===== src/rtl/uart_rx_fifo.sv =====
// Buffered UART receiver: 8N1 serial input, bytes into a first-word fall-through FIFO, valid/ready output.
// Define UART_RX_PARITY_EN to receive 8E1 frames with an even-parity check.
module uart_rx_fifo #(
    parameter int BIT_PERIOD = 1250,
    parameter int FIFO_DEPTH = 8
) (
    input  logic                          clk,
    input  logic                          rst_n,
    input  logic                          rx_pin,
    output logic [7:0]                    data,
    output logic                          valid,
    input  logic                          ready,
    output logic [$clog2(FIFO_DEPTH):0]   count,
    output logic                          frame_err,
    output logic                          parity_err,
    output logic                          overrun
);

    localparam int CW = $clog2(BIT_PERIOD);
    localparam int AW = $clog2(FIFO_DEPTH);
    localparam logic [CW-1:0] CNT_HALF = CW'(BIT_PERIOD / 2 - 1);
    localparam logic [CW-1:0] CNT_LAST = CW'(BIT_PERIOD - 1);
    localparam logic [AW:0]   FULL_CNT = (AW + 1)'(FIFO_DEPTH);

    typedef enum logic [2:0] {
        S_IDLE,
        S_START,
        S_DATA,
        S_PARITY,
        S_STOP,
        S_BRK
    } state_t;

    // Two-flop synchronizer; resets to the idle line level so no false start is seen.
    logic rx_meta_q, rx_sync_q;
    always_ff @(posedge clk or negedge rst_n) begin
        if (!rst_n) begin
            rx_meta_q <= 1'b1;
            rx_sync_q <= 1'b1;
        end else begin
            // NOTE: sequential state uses non-blocking assignments so every flop samples pre-edge values.
            rx_meta_q <= rx_pin;
            rx_sync_q <= rx_meta_q;
        end
    end

    logic rxs;
    assign rxs = rx_sync_q;

    state_t          state_q, state_d;
    logic [CW-1:0]   cnt_q, cnt_d;
    logic [2:0]      bit_q, bit_d;
    logic [7:0]      shift_q, shift_d;
    logic            push;
    logic            frame_d;
    logic            parity_d;
    logic            bit_done;
`ifdef UART_RX_PARITY_EN
    logic            par_bad_q, par_bad_d;
`endif

    assign bit_done = (cnt_q == CNT_LAST);

    always_comb begin
        // NOTE: every signal gets a default before the case so no path leaves one unassigned (no latches).
        state_d  = state_q;
        cnt_d    = cnt_q;
        bit_d    = bit_q;
        shift_d  = shift_q;
        push     = 1'b0;
        frame_d  = 1'b0;
        parity_d = 1'b0;
`ifdef UART_RX_PARITY_EN
        par_bad_d = par_bad_q;
`endif
        case (state_q)
            S_IDLE: begin
                if (!rxs) begin
                    state_d = S_START;
                    cnt_d   = '0;
                end
            end
            S_START: begin
                if (cnt_q == CNT_HALF) begin
                    if (rxs) begin
                        state_d = S_IDLE;
                    end else begin
                        state_d = S_DATA;
                        cnt_d   = '0;
                        bit_d   = 3'd0;
                    end
                end else begin
                    cnt_d = cnt_q + 1'b1;
                end
            end
            S_DATA: begin
                if (bit_done) begin
                    cnt_d   = '0;
                    shift_d = {rxs, shift_q[7:1]};
                    bit_d   = bit_q + 3'd1;
                    if (bit_q == 3'd7) begin
`ifdef UART_RX_PARITY_EN
                        state_d = S_PARITY;
`else
                        state_d = S_STOP;
`endif
                    end
                end else begin
                    cnt_d = cnt_q + 1'b1;
                end
            end
`ifdef UART_RX_PARITY_EN
            S_PARITY: begin
                if (bit_done) begin
                    cnt_d     = '0;
                    par_bad_d = ^{shift_q, rxs};
                    state_d   = S_STOP;
                end else begin
                    cnt_d = cnt_q + 1'b1;
                end
            end
`endif
            S_STOP: begin
                if (bit_done) begin
                    cnt_d   = '0;
                    state_d = S_IDLE;
                    // A bad stop bit outranks a parity mismatch: one pulse per frame.
                    if (!rxs) begin
                        frame_d = 1'b1;
                        state_d = S_BRK;
`ifdef UART_RX_PARITY_EN
                    end else if (par_bad_q) begin
                        parity_d = 1'b1;
`endif
                    end else begin
                        push = 1'b1;
                    end
                end else begin
                    cnt_d = cnt_q + 1'b1;
                end
            end
            S_BRK: begin
                if (rxs) state_d = S_IDLE;
            end
            default: state_d = S_IDLE;
        endcase
    end

    always_ff @(posedge clk or negedge rst_n) begin
        if (!rst_n) begin
            state_q <= S_IDLE;
            cnt_q   <= '0;
            bit_q   <= 3'd0;
            shift_q <= 8'h00;
`ifdef UART_RX_PARITY_EN
            par_bad_q <= 1'b0;
`endif
        end else begin
            state_q <= state_d;
            cnt_q   <= cnt_d;
            bit_q   <= bit_d;
            shift_q <= shift_d;
`ifdef UART_RX_PARITY_EN
            par_bad_q <= par_bad_d;
`endif
        end
    end

    // FIFO: pointers carry one extra bit so count = wr - rd covers 0..FIFO_DEPTH.
    logic [7:0]  mem [FIFO_DEPTH];
    logic [AW:0] wr_q, rd_q;
    logic        pop, full, wr_en;
    logic        frame_err_q, parity_err_q, overrun_q;

    assign count = wr_q - rd_q;
    assign valid = (count != '0);
    assign full  = (count == FULL_CNT);
    assign pop   = valid && ready;
    assign wr_en = push && (!full || pop);
    assign data  = valid ? mem[rd_q[AW-1:0]] : 8'h00;

    always_ff @(posedge clk or negedge rst_n) begin
        if (!rst_n) begin
            wr_q         <= '0;
            rd_q         <= '0;
            frame_err_q  <= 1'b0;
            parity_err_q <= 1'b0;
            overrun_q    <= 1'b0;
        end else begin
            if (wr_en) wr_q <= wr_q + 1'b1;
            if (pop)   rd_q <= rd_q + 1'b1;
            frame_err_q  <= frame_d;
            parity_err_q <= parity_d;
            overrun_q    <= push && full && !pop;
        end
    end

    // NOTE: storage has no reset; empty pointers and the valid-gated data output hide stale contents.
    always_ff @(posedge clk) begin
        if (wr_en) mem[wr_q[AW-1:0]] <= shift_q;
    end

    assign frame_err  = frame_err_q;
    assign overrun    = overrun_q;
`ifdef UART_RX_PARITY_EN
    assign parity_err = parity_err_q;
`else
    assign parity_err = 1'b0;
`endif

endmodule


===== config.mk =====
export PLATFORM = sky130hd
export DESIGN_NAME = uart_rx_fifo
export DESIGN_NICKNAME = d
export VERILOG_FILES = /design/src/rtl/uart_rx_fifo.sv
export SDC_FILE = /design/constraint.sdc
export NUM_CORES = 1
export LEC_CHECK = 0
export ABC_AREA = 1
export BUFFER_PORTS_ARGS = -buffer_cell sky130_fd_sc_hd__buf_4
export CORE_ASPECT_RATIO = 1.5
export CORE_UTILIZATION = 50
export CTS_CLUSTER_DIAMETER = 100
export CTS_CLUSTER_SIZE = 30
export DETAILED_ROUTE_END_ITERATION = 12
export GPL_TIMING_DRIVEN = 0
export PLACE_DENSITY = 0.78
export SYNTH_ARGS = -nofsm -noshare
export SYNTH_HDL_FRONTEND = slang
export SYNTH_SLANG_ARGS = --single-unit

===== constraint.sdc =====
create_clock -name clk -period 2.35 [get_ports clk]
set_input_delay 0.3525 -clock clk [delete_from_list [all_inputs] [get_ports clk]]
set_output_delay 0.3525 -clock clk [all_outputs]
set_load 0.01 [all_outputs]

* Word-level counts from Yosys, hierarchy flattened
Memories as Yosys holds them, arrays and structs flattened.
Cells that the tools add are included.
** Word-level totals
- Register bits after elaboration :: 37
- Memory bits (writable) :: 64
- Bits of input ports :: 4
- Logic and storage cells :: 72
- Memories kept :: 1
** Cells by class
- Add/subtract/negate cells :: 5
- Equal/unequal tests :: 15
- Muxes and demuxes :: 26
- Reductions and logical operators :: 15
** Memory list
- mem :: words 8, bits a word 8, rd ports 1, clocked after Yosys merged registers in 0, write ports 1, RTL line 170 : logic [7:0] mem [FIFO_DEPTH];
** Operator list (number)
- 11-bit 2-to-1 mux :: 3
- 11-bit case mux with 3 select lines :: 1
- 3-bit 2-to-1 mux :: 10
- 3-bit case mux with 5 select lines :: 1
- 2-bit != test, second input constant :: 7
- 11-bit by 1-bit adder with 11-bit output, second input constant :: 1
- 11-bit by 10-bit equality test with 1-bit output, second input constant :: 1
- 11-bit equality test, second input constant :: 1
- 3-bit equality test, second input constant :: 3
- 4-bit by 1-bit adder with 4-bit output, second input constant :: 2
- 1-bit 2-to-1 mux :: 8
- 8-bit 2-to-1 mux :: 1
- 3-bit case mux with 2 select lines :: 1
- 6-bit AND reduction :: 1
- 4-bit equality test, second input constant :: 1
- 1-bit logical AND :: 4
- 4-bit AND reduction :: 1
- 4-bit nonzero test :: 1
- 4-bit subtractor :: 1
- 3-bit by 1-bit adder with 3-bit output, second input constant :: 1
- 3-bit by 1-bit equality test with 1-bit output, second input constant :: 1
- 3-bit by 2-bit equality test with 1-bit output, second input constant :: 1
- 3-bit zero test :: 1
- 3-bit nonzero test :: 1
- 6 further kinds :: 7

* Logic depth before layout (Yosys ltp)
Gate-level depths: netlist of the first run.
- Word-level depth :: 7
- Depth in mapped cells :: 12

* Worst setup path before layout of the first run
OpenSTA, ideal clock, no wires.
- Path kind :: reg-to-reg
- From :: register rd_q[1]
- To :: memory mem[0][0] (enable)
- Library setup time :: 370 ps
- Arrival time :: 2417 ps
- Required time :: 1980 ps
- Path slack :: -437 ps
- Cell stages (with the launch flop) :: 12
- Path buffers :: 2
- Cells stage by stage :: dfrtp_1 > buf_2 > clkinv_1 > buf_2 > fa_1 > xor2_1 > inv_1 > nand2_1 > nor2_1 > nand2_1 > nand3_1 > nor2_1
** Between the ends
- Word-level cells in the longest chain between the ends :: 7
- Elaborated cells between the ends (all ways) :: 9
** RTL lines
- start, declared :: RTL line 171 : logic [AW:0] wr_q, rd_q;
- start signal, assigned :: RTL line 191 : if (pop) rd_q <= rd_q + 1'b1;
- 4-bit subtractor (*) :: RTL line 175 : assign count = wr_q - rd_q;
- via count[2] :: RTL line 13 : output logic [$clog2(FIFO_DEPTH):0] count,
- 4-bit equality test / 4-bit nonzero test (equally long branches) :: RTL line 177, 176
- 1-bit zero test / 1-bit logical AND (equally long branches) :: RTL line 179, 178
- 1-bit logical OR (*) :: RTL line 179 : assign wr_en = push && (!full || pop);
- 1-bit logical AND (*) :: RTL line 179
- 1-bit 2-to-1 mux (*) :: RTL line 200 : if (wr_en) mem[wr_q[AW-1:0]] <= shift_q;
- 1-bit 2-to-1 mux (not written as such) (*) :: RTL line 200
- end, declared :: RTL line 170
Mark *: on every way through the listed nets, which the timed path passes. The rest lies on a longest branch.

* Final worst setup path of the first run
- From :: register rd_q[0]
- To :: output data[5]
** Between the ends
- Word-level cells in the longest chain between the ends :: 3
- Elaborated cells between the ends (all ways) :: 4
** RTL lines
- 4-bit subtractor :: RTL line 175
- 4-bit nonzero test :: RTL line 176 : assign valid = (count != '0);
- 8-bit 2-to-1 mux (*) :: RTL line 180 : assign data = valid ? mem[rd_q[AW-1:0]] : 8'h00;
- end, declared :: RTL line 10 : output logic [7:0] data,
Every way passes the cells marked *; elsewhere a longest branch is shown, timed or not.

==> reports/metrics.yaml, run 1 <==
htreeDepth: 3
failed_checks: "negative setup slack"
wl_um: 10800
cp.depth: 10
synthFlopType: "edfxtp_1"
syn_area_mm2: 0.00485
insertedDiodeCount: 0
layoutNonFillerInstCount: 653
peakVddDrop_mv: 0.452
grt_pass1_vias: 3636
end_kind: "output port"
drive_above_1_share_pct: 24.6
seq_area_mm2: 0.00285
hold_path_class: "input pin to register"
core_mm2: 0.00936
power.density_mw_per_mm2: 581
ff2ff_path_depth: 10
clk_path_buf_depth: 2
firstDrtPassIters: 4
antenna_found_initial: 0
setup-violations-final: 9
critPathBufInv: 4
dp.cells: 618
synth.distinct_cells: 39
route.detailed.drc: 0
multi_input_area_mm2: 0.00196
async_flop_share_pct: 36.6
fin_nets: 552
leakage_nw: 2.67
start_util_pct: 51.8
drtIter0Drc: 180
io_buffers: 18
final-hold-violation-count: 0
die_area_mm2: 0.0101
whs_ns: 0.109
r2r-end: "mem[0][7]$_DFFE_PP_"
start_kind: "register"
reg2reg_slack_ns: 0.02
total_power_mw: 3.42
outcome: "complete, but fails checks"
rows: 43
syn_area_per_cell_um2: 9.94
fin_crit_ns: 2.47
fin_worst_skew_ns: 0.00909
clk_latency_ns: 0.35
cts_sinks: 101
worstReg2RegStart: "rd_q[0]$_DFFE_PN0P_"
grt_max_degree: 38
fp.dieW_um: 82.4
cap_violations: 0
routedWlPerCell_um: 16.6
slowest_delay_ns: 0.54
areaGrowthSynthToFinish_pct: 21.4
grt_overflow: 0
vias: 3600
fin_crit_sh_pct: 105
track_usage_pct: 23.7
setup_ws_ns: -0.124
cts_tree: "done"
synthCells: 488
dp_hpwl_um: 7230
worst_ep_required_time_ns: 2.00
clk_pin_slew_ns: 0.07
ys_seq_elements: 101
synth_edf_count: 64
fmax_mhz: 404
synth_seq_area_share_pct: 58.7
crit_path_max_fanout: 8
crit_family: "adder cells"
critPathKind: "register to output port"
n_fill_cell: 705
die_height_um: 123
syn-num-nets: 503
io_pins: 20
drv_slew: 0
viasPerCell: 5.51
gp_congestion: 0.931
critPathSlowestCell: "fa_2"
crit_chain: "ha_4, inv_4, fa_2, nor2_2, nand2_2, inv_2, nand2_4, clkinv_8, nor2_2, buf_4"
cts_root_buffer: "clkbuf_16"
grt_pass1_wl_um: 17300
critical_path_arrival_ns: 2.12
yosysWarningCount: 0
cp-endpoint: "data[5]"
path_common_cell: "nor2_2"
cts_buffers: 9
rsz0062_at_grt: "true"
startpoint: "rd_q[0]$_DFFE_PN0P_"
ant_nets: 0
[per-stage QoR]
step	utilization, %	area, µm²	setup slack, ns	setup TNS, ns
after floorplan	-	4980	0.0228	0
after global placement	56.1	5250	-0.221	-13.20
after detailed placement	56.1	5250	-0.267	-16.79
after CTS	62.2	5830	-0.105	-0.883
after global routing	62.9	5890	-0.227	-7.06
final	62.9	5890	-0.124	-0.992
[sequential cells by signal, indices dropped and copies added, names as in the netlist]
signal and cells:
bit_q 3, cnt_q 11, frame_err 1, mem 64
overrun 1, rd_q 4, rx_meta_q 1, rx_sync_q 1
shift_q 8, state_q 3, wr_q 4
[synth_stat cells, types with 3 or more instances]
cell	n	share of area, %
nand3_1	29	3.0
edfxtp_1	64	40
inv_2	3	0.23
a21oi_1	33	3.4
a22oi_1	16	2.5
xor2_1	6	1.1
a21oi_2	3	0.54
ha_1	10	2.6
xnor2_1	4	0.72
nand2_1	138	11
nor2_1	38	2.9
inv_1	33	2.6
dfrtp_1	35	18
mux2i_1	8	1.7
buf_2	8	0.83
nand4_1	3	0.39
o21ai_1	9	0.93
nand2_4	3	0.70
o21ai_0	5	0.52
clkbuf_1	5	0.39
nor3_1	5	0.52
nand2_2	4	0.52
[cell usage in the layout, fill, tap and decap left out, drive strengths merged, types with 2 or more instances in the layout]
cell    count
clkbuf     17
edfxtp     64
xnor2       5
xor2        6
nand3      31
mux2i       8
o22ai       2
nand4       3
nand2     145
clkinv      4
inv        40
a22oi      16
nor2       41
buf        45
dfstp       2
dfrtp      35
nor4        2
o21ai      16
a21oi      36
ha         10
nor3        7
[routing by layer]
layer  vias to the layer above  GRT usage, %  wire length (µm)
met4                         0          13.8               430
met2                        84          45.0              6090
met1                      1734          22.7              3910
li1                       1749             -                 -
met5                         -             0                 0
met3                        33          4.16               374
[cells by family after synthesis]
group / after synthesis / synth area share, %
AOI/OAI and AO/OA: 72 / 8.79
DFF: 101 / 58.7
xor gates and xnor gates: 11 / 2.14
other: 1 / 0.0773
adders and majority gates: 11 / 2.99
buffers and inverters: 55 / 4.87
and+or+nand+nor: 229 / 20.7
muxes: 8 / 1.65
[final cells by class]
class | instances | area share [%]
Clock buffer | 9 | 3.82
Sequential cell | 101 | 48.4
Buffer | 15 | 1.68
Clock inverter | 6 | 1.38
Inverter | 39 | 3.08
Tap cell | 112 | 2.38
Multi-Input combinational cell | 332 | 33.3
Timing Repair Buffer | 39 | 5.97
[power by group]
group	switching (mW)	internal (mW)
Clock	0.676	0.842
Combinational	0.0202	0.00659
Sequential	0.00126	1.87
Total	0.697	2.72
[worst reg2reg max path: stages, from the launching register on]
cell and delay, ns:
dfrtp_1 0.44, ha_4 0.17, inv_4 0.04, fa_2 0.54, nor2_2 0.04, nand2_2 0.07, buf_4 0.11, nor2_2 0.03
nand2_2 0.13, nand3_4 0.15, nor2_4 0.28
[what timing repair did]
item	in CTS	in global routing
pin swaps	17	11
buffers inserted	16	4
setup endpoints to repair	74	74
hold endpoints to repair	35	0
gates resized for setup	30	17
hold buffers	1	0
[worst min path at each step]
| stage | depth (start not counted) | slack (ns) | to | start |
|---|---|---|---|---|
| 2_1_floorplan | 0 | 0.06 | bit_q[0]$_DFFE_PN0P_ | rst_n |
| 3_3_place_gp | 1 | 0.35 | cnt_q[9]$_DFFE_PN0P_ | rst_n |
| 3_5_place_dp | 0 | 0.35 | rx_sync_q$_DFF_PN1_ | rx_meta_q$_DFF_PN1_ |
| 4_1_cts | 1 | 0.1 | rx_meta_q$_DFF_PN1_ | rx_pin |
| 5_1_grt | 1 | 0.1 | rx_meta_q$_DFF_PN1_ | rx_pin |
| 6_report | 1 | 0.11 | rx_meta_q$_DFF_PN1_ | rx_pin |
(Power assumes the default switching activity.)
==> inputs of run 2 (changes only) <==
--- a/config.mk
+++ b/config.mk
@@ -5,7 +5,6 @@
 export SDC_FILE = /design/constraint.sdc
 export NUM_CORES = 1
 export LEC_CHECK = 0
-export ABC_AREA = 1
 export BUFFER_PORTS_ARGS = -buffer_cell sky130_fd_sc_hd__buf_4
 export CORE_ASPECT_RATIO = 1.5
 export CORE_UTILIZATION = 50
==> reports/metrics.yaml, run 2 <==
grt_max_degree: 38  # unchanged
synth_seq_area_share_pct: 62.1  # was 58.7%
fin_crit_ns: 2.88  # was 2.47 ns
hold_path_class: "input pin to register"  # unchanged
synthFlopType: "edfxtp_1"  # unchanged
cap_violations: 0  # unchanged
insertedDiodeCount: 0  # unchanged
multi_input_area_mm2: 0.00175  # was 0.00196 mm²
rsz0062_at_grt: "true"  # unchanged
fmax_mhz: 347  # was 404 MHz
placed_cell_area_mm2: 0.00497  # was 0.00525 mm²
final_cell_mix: "edfxtp_1, buf_4, dfrtp_1, nand2_1, mux4_2"  # was nand2_1, edfxtp_1, dfrtp_1, a21oi_1, buf_4
io_buffers: 18  # unchanged
worst_pin_slew_ns: 0.582
startpoint: "rd_q[2]$_DFFE_PN0P_"  # was rd_q[0]$_DFFE_PN0P_
worst_ep_required_time_ns: 2.00  # about the same
fin_crit_sh_pct: 123  # was 105%
total_power_mw: 6.00  # was 3.42 mW
leakage_nw: 2.38  # was 2.67 nW
io_pins: 20  # unchanged
synth_edf_count: 64  # unchanged
ys_top_cells_by_count: "edfxtp_1, dfrtp_1, nand2_1, nor2_1, mux4_2"  # was nand2_1, edfxtp_1, nor2_1, dfrtp_1
n_fill_cell: 565  # was 705
syn_area_per_cell_um2: 14.5  # was 9.94 µm²
design_area_mm2: 0.00585  # was 0.00589 mm²
crit_path_max_fanout: 5  # was 8
ant_nets: 0  # unchanged
outcome: "complete, but fails checks"  # unchanged
yosysMostFrequentCell: "edfxtp_1"  # was nand2_1
syn_area_mm2: 0.00459  # was 0.00485 mm²
failed_checks: "negative setup slack"  # unchanged
rows: 42  # was 43
vias: 2964  # was 3600
slew_headroom_pct: 61.1
clk_pin_slew_ns: 0.07  # about the same
clk_latency_ns: 0.34  # was 0.35 ns
yosysWarningCount: 0  # unchanged
dp_hpwl_um: 5700  # was 7230 µm
yosysTopAreaCellShare_pct: 41.9  # was 39.6%
layout_commonest_cell: "edfxtp_1"  # was nand2_1
cts_sinks: 101  # unchanged
grt_pass1_wl_um: 15100  # was 17300 µm
routedWlPerCell_um: 20.5  # was 16.6 µm
fp.dieW_um: 80.2  # was 82.4 µm
drive_above_1_share_pct: 42.8  # was 24.6%
start_kind: "register"  # unchanged
setup-violations-final: 81  # was 9
synth.area.top_cells: "edfxtp_1, dfrtp_1, mux4_2"  # was edfxtp_1, dfrtp_1, nand2_1
track_usage_pct: 21.7  # was 23.7%
die_height_um: 119  # was 123 µm
critical_path_arrival_ns: 2.53  # was 2.12 ns
htreeDepth: 3  # unchanged
ys_seq_elements: 101  # unchanged
yosysTopAreaCell: "edfxtp_1"  # unchanged
async_flop_share_pct: 36.6  # unchanged
fin_nets: 411  # was 552
synthCells: 317  # was 488
viasPerCell: 5.81  # was 5.51
firstDrtPassIters: 4  # unchanged
clk_path_buf_depth: 2  # unchanged
seq_area_mm2: 0.00286  # was 0.00285 mm²
end_kind: "output port"  # unchanged
start_util_pct: 51.6  # was 51.8%
drv_slew: 0  # unchanged
critPathKind: "register to output port"  # unchanged
route.detailed.drc: 0  # unchanged
core_mm2: 0.00888  # was 0.00936 mm²
wl_um: 10400  # was 10800 µm
power.density_mw_per_mm2: 1030  # was 581 mW/mm²
dp.cells: 445  # was 618
grt_pass1_vias: 2983  # was 3636
setup_ws_ns: -0.530  # was -0.124 ns
gp_congestion: 0.838  # was 0.931
finish.utilization_pct: 65.9  # was 62.9%
synth.distinct_cells: 68  # was 39
cts_tree: "done"  # unchanged
worstReg2RegStart: "rd_q[2]$_DFFE_PN0P_"  # was rd_q[0]$_DFFE_PN0P_
fin_worst_skew_ns: 0.00686  # was 0.00909 ns
hp-start: "rx_pin"  # unchanged
cts_root_buffer: "clkbuf_16"  # unchanged
layoutNonFillerInstCount: 510  # was 653
areaGrowthSynthToFinish_pct: 27.6  # was 21.4%
largest_register_ffs: 64  # unchanged
grt_overflow: 0  # unchanged
antenna_found_initial: 0  # unchanged
die_area_mm2: 0.00957  # was 0.0101 mm²
drtIter0Drc: 163  # was 180
cts_buffers: 9  # unchanged
peakVddDrop_mv: 0.750  # was 0.452 mV
syn-num-nets: 332  # was 503
final-hold-violation-count: 0  # unchanged
run 2: cell types whose count changed after synthesis, sizes merged, moves of 15 or more:
| cell | before | now |
|---|---|---|
| mux4 | 0 | 16 |
| nand3 | 31 | 6 |
| nor2 | 41 | 17 |
| a22oi | 16 | 1 |
| a21oi | 36 | 13 |
| inv | 38 | 13 |
| nand2 | 145 | 29 |
run 2: power by group:
part / total (mW) / switching, mW / internal, mW
registers: 1.96 / 0.0496 / 1.91
logic: 2.45 / 1.11 / 1.34
clock network: 1.59 / 0.655 / 0.934
total: 6.00 / 1.82 / 4.19
run 2: worst max-delay path, stage by stage, from the launching register on:
cell	delay, ns
dfrtp_1	0.40
buf_8	0.14
clkinv_8	0.05
ha_4	0.20
buf_4	0.13
buf_4	0.14
xor2_4	0.18
or3_1	0.32
clkbuf_8	0.18
nor2_4	0.21
a21oi_2	0.08
buf_4	0.15
run 2: final cells by class:
class | instances | area share [%]
buffer | 14 | 2.63
clock buffer | 10 | 3.91
clock inverter | 5 | 1.41
inverter | 14 | 1.20
multi-input combinational | 188 | 29.9
sequential | 101 | 48.8
tap | 110 | 2.35
timing repair buffer | 68 | 9.79
run 2: path summary, 6_finish.rpt:
path	end	slack, ns	cells after the start
setup reg to reg	mem[3][4]$_DFFE_PP_	-0.53	12
min in group asynchronous	cnt_q[5]$_DFFE_PN0P_	0.52	2
hold / removal	rx_meta_q$_DFF_PN1_	0.11	1
setup / recovery	data[5]	-0.53	11
max in group asynchronous	wr_q[1]$_DFFE_PN0P_	1.46	2
hold reg to reg	rx_sync_q$_DFF_PN1_	0.36	0
run 2: routing by layer:
layer	vias to the layer above	track usage [%]	part of all wire, %
met5	-	0	0
met4	0	8.93	3.4
met3	30	4.06	3.6
met2	104	38.7	56
met1	1478	24.8	37
li1	1352	-	-
run 2: logic make-up (layout without fill, tap and decap cells):
logic type	Yosys count	in the layout	share of synthesized area [%]
AND/OR/NAND/NOR	92	93	11.6
multiplexers	27	27	10.6
XOR/XNOR	8	8	1.53
flip-flops	101	101	62.1
adder cells (fa/ha/maj)	11	11	3.16
other	1	1	0.0818
AO/OA/AOI/OAI	48	48	7.07
buffers and inverters	29	111	3.79
run 2: timing repair:
item	CTS	global route
gates resized for setup	29	22
pin swaps	16	14
endpoints found under the setup margin	84	103
hold buffers	1	0
cloned	1	2
hold endpoints to repair	23	0
setup buffers	27	22
run 2: per-stage QoR:
stage / setup slack (ns) / TNS [ns] / hold slack (ns)
floorplan: -0.266 / -15.59 / 0.0569
global placement: -0.641 / -33.25 / 0.344
detailed placement: -0.706 / -37.57 / 0.347
CTS: -0.429 / -26.44 / 0.113
global route: -0.630 / -43.77 / 0.105
finish: -0.530 / -36.69 / 0.115
==> inputs of run 3 (changes only) <==
--- a/config.mk
+++ b/config.mk
@@ -12,7 +12,7 @@
 export CTS_CLUSTER_SIZE = 30
 export DETAILED_ROUTE_END_ITERATION = 12
 export GPL_TIMING_DRIVEN = 0
-export PLACE_DENSITY = 0.78
+export PLACE_DENSITY = 0.76
 export SYNTH_ARGS = -nofsm -noshare
 export SYNTH_HDL_FRONTEND = slang
 export SYNTH_SLANG_ARGS = --single-unit
==> constraint.sdc (replaced) <==
create_clock -name clk -period 2.8 [get_ports clk]
set_input_delay 0.42 -clock clk [delete_from_list [all_inputs] [get_ports clk]]
set_output_delay 0.42 -clock clk [all_outputs]
set_load 0.01 [all_outputs]
==> reports/metrics.yaml, run 3 (synthesized netlist as in run 2, its figures left out) <==
worst_ep_required_time_ns: 2.38  # was 2.00 ns
critPathKind: "register to output port"  # unchanged
leakage_nw: 2.21  # was 2.38 nW
clk_pin_slew_ns: 0.06  # was 0.07 ns
route.detailed.drc: 0  # unchanged
setup-violations-final: 9  # was 81
cap_violations: 0  # unchanged
crit_path_max_fanout: 5  # unchanged
fin_crit_sh_pct: 103
fmax_mhz: 345
end_kind: "output port"  # unchanged
track_usage_pct: 21.7  # about the same
cts_sinks: 101  # unchanged
switchingPower_mw: 1.39  # was 1.82 mW
clk_path_buf_depth: 2  # unchanged
power.share.clock_pct: 25.0  # was 26.5%
critical_path_arrival_ns: 2.48  # was 2.53 ns
multi_input_area_mm2: 0.00166  # was 0.00175 mm²
grt_pass1_wl_um: 15000  # was 15100 µm
failed_checks: "negative setup slack"  # unchanged
peakVddDrop_mv: 0.512  # was 0.750 mV
hold_path_class: "input pin to asynchronous set/reset pin"  # was input pin to register
routedWlPerCell_um: 19.7  # was 20.5 µm
cts_tree: "done"  # unchanged
io_pins: 20  # unchanged
dp_hpwl_um: 6010  # was 5700 µm
fin_crit_ns: 2.90
areaGrowthSynthToFinish_pct: 19.9  # was 27.6%
die_height_um: 119  # unchanged
start_kind: "register"  # unchanged
fin_nets: 386  # was 411
fin_worst_skew_ns: 0.00681  # was 0.00686 ns
final-hold-violation-count: 0  # unchanged
setup_ws_ns: -0.0957  # was -0.530 ns
crit_chain: "buf_8, clkinv_8, ha_4, a21o_1, a31oi_1, xnor2_1, xnor2_1, inv_2, nor2_4, a21oi_2, buf_4"  # was buf_8, clkinv_8, ha_4, buf_4, buf_4, xor2_4, or3_1, clkbuf_8, nor2_4, a21oi_2, buf_4
grt_overflow: 0  # unchanged
grt_pass1_vias: 2865  # was 2983
start_util_pct: 51.6  # unchanged
cts_root_buffer: "clkbuf_16"  # unchanged
antenna_found_initial: 0  # unchanged
outcome: "complete, but fails checks"  # unchanged
final_cell_mix: "edfxtp_1, buf_4, dfrtp_1, nand2_1, mux4_2"  # unchanged
rsz0062_at_grt: "true"  # unchanged
insertedDiodeCount: 0  # unchanged
die_area_mm2: 0.00957  # unchanged
grt_max_degree: 38  # unchanged
drtIter0Drc: 188  # was 163
slowest_delay_ns: 0.40  # about the same
total_power_mw: 4.48  # was 6.00 mW
path_common_cell: "xnor2_1"  # was buf_4
layout_commonest_cell: "edfxtp_1"  # unchanged
crit_family: "buffers and inverters"  # unchanged
critPathBufInv: 4  # was 6
power.internal_mw: 3.09  # was 4.19 mW
n_fill_cell: 636  # was 565
gp_congestion: 0.877  # was 0.838
seq_area_mm2: 0.00285  # was 0.00286 mm²
ant_nets: 0  # unchanged
drive_above_1_share_pct: 35.9  # was 42.8%
wl_um: 9580  # was 10400 µm
comb_power_share_pct: 38.5  # was 40.8%
io_buffers: 18  # unchanged
htreeDepth: 3  # unchanged
seqPwrFrac_pct: 36.6  # was 32.7%
firstDrtPassIters: 4  # unchanged
vias: 2810  # was 2964
critPathSlowestCell: "dfrtp_1"  # unchanged
fp.dieW_um: 80.2  # unchanged
core_mm2: 0.00888  # unchanged
viasPerCell: 5.78  # was 5.81
finish.utilization_pct: 61.9  # was 65.9%
power.density_mw_per_mm2: 815  # was 1030 mW/mm²
hold_buffers: 0  # was 1
cts_buffers: 9  # unchanged
clk_latency_ns: 0.34  # about the same
largest_register_ffs: 64  # unchanged
p_sw_share_pct: 31.1  # was 30.3%
rows: 42  # unchanged
drv_slew: 0  # unchanged
run 3: repair_timing:
action,CTS,global route
pin swaps,6,9
gates resized for setup,32,6
endpoints found under the setup margin,77,75
setup buffers,16,9
cloned,1,0
run 3: final timing paths:
kind	from	end	slack (ns)	cells past startpoint
setup / recovery	rd_q[2]$_DFFE_PN0P_	data[6]	-0.1	11
min in group clk	rx_pin	rx_meta_q$_DFF_PN1_	0.18	1
hold reg to reg	rx_meta_q$_DFF_PN1_	rx_sync_q$_DFF_PN1_	0.36	0
setup reg to reg	rd_q[2]$_DFFE_PN0P_	rd_q[1]$_DFFE_PN0P_	0.13	11
max in group asynchronous	rst_n	wr_q[0]$_DFFE_PN0P_	2.40	1
hold / removal	rst_n	bit_q[2]$_DFFE_PN0P_	0.04	1
run 3: area by class of cell:
cell class | count | share of cell area, %
Timing Repair Buffer | 43 | 6.46
Inverter | 14 | 1.27
Clock inverter | 6 | 0.728
Multi-Input combinational cell | 188 | 30.2
Sequential cell | 101 | 51.9
Tap cell | 110 | 2.50
Buffer | 14 | 2.73
Clock buffer | 10 | 4.16
run 3: power by group through the flow:
stage / Combinational, mW / Clock (mW) / Sequential (mW)
floorplan: 0.818 / 0 / 1.65
global placement: 1.20 / 0 / 1.65
detailed placement: 1.22 / 0 / 1.66
CTS: 1.60 / 1.14 / 1.63
global route: 1.83 / 1.21 / 1.64
finish: 1.72 / 1.12 / 1.64
run 3: metal layers:
| metal | vias up | track usage [%] | share of wire [%] |
|---|---|---|---|
| met5 | - | 0 | 0 |
| met4 | 0 | 9.49 | 2.6 |
| met3 | 21 | 5.36 | 4.7 |
| met2 | 98 | 38.8 | 56 |
| met1 | 1388 | 23.8 | 37 |
| li1 | 1303 | - | - |
run 3: stage by stage:
step / area, µm² / worst slack, ns / setup TNS (ns) / instances / hold slack (ns)
floorplan: 4620 / 0.0107 / 0 / 317 / 0.124
global placement: 4890 / -0.389 / -21.91 / 445 / 0.346
detailed placement: 4890 / -0.476 / -25.67 / 445 / 0.347
CTS: 5420 / -0.0675 / -0.610 / 478 / 0.0485
global route: 5500 / -0.224 / -1.97 / 486 / 0.0648
finish: 5500 / -0.0957 / -0.759 / 486 / 0.0372
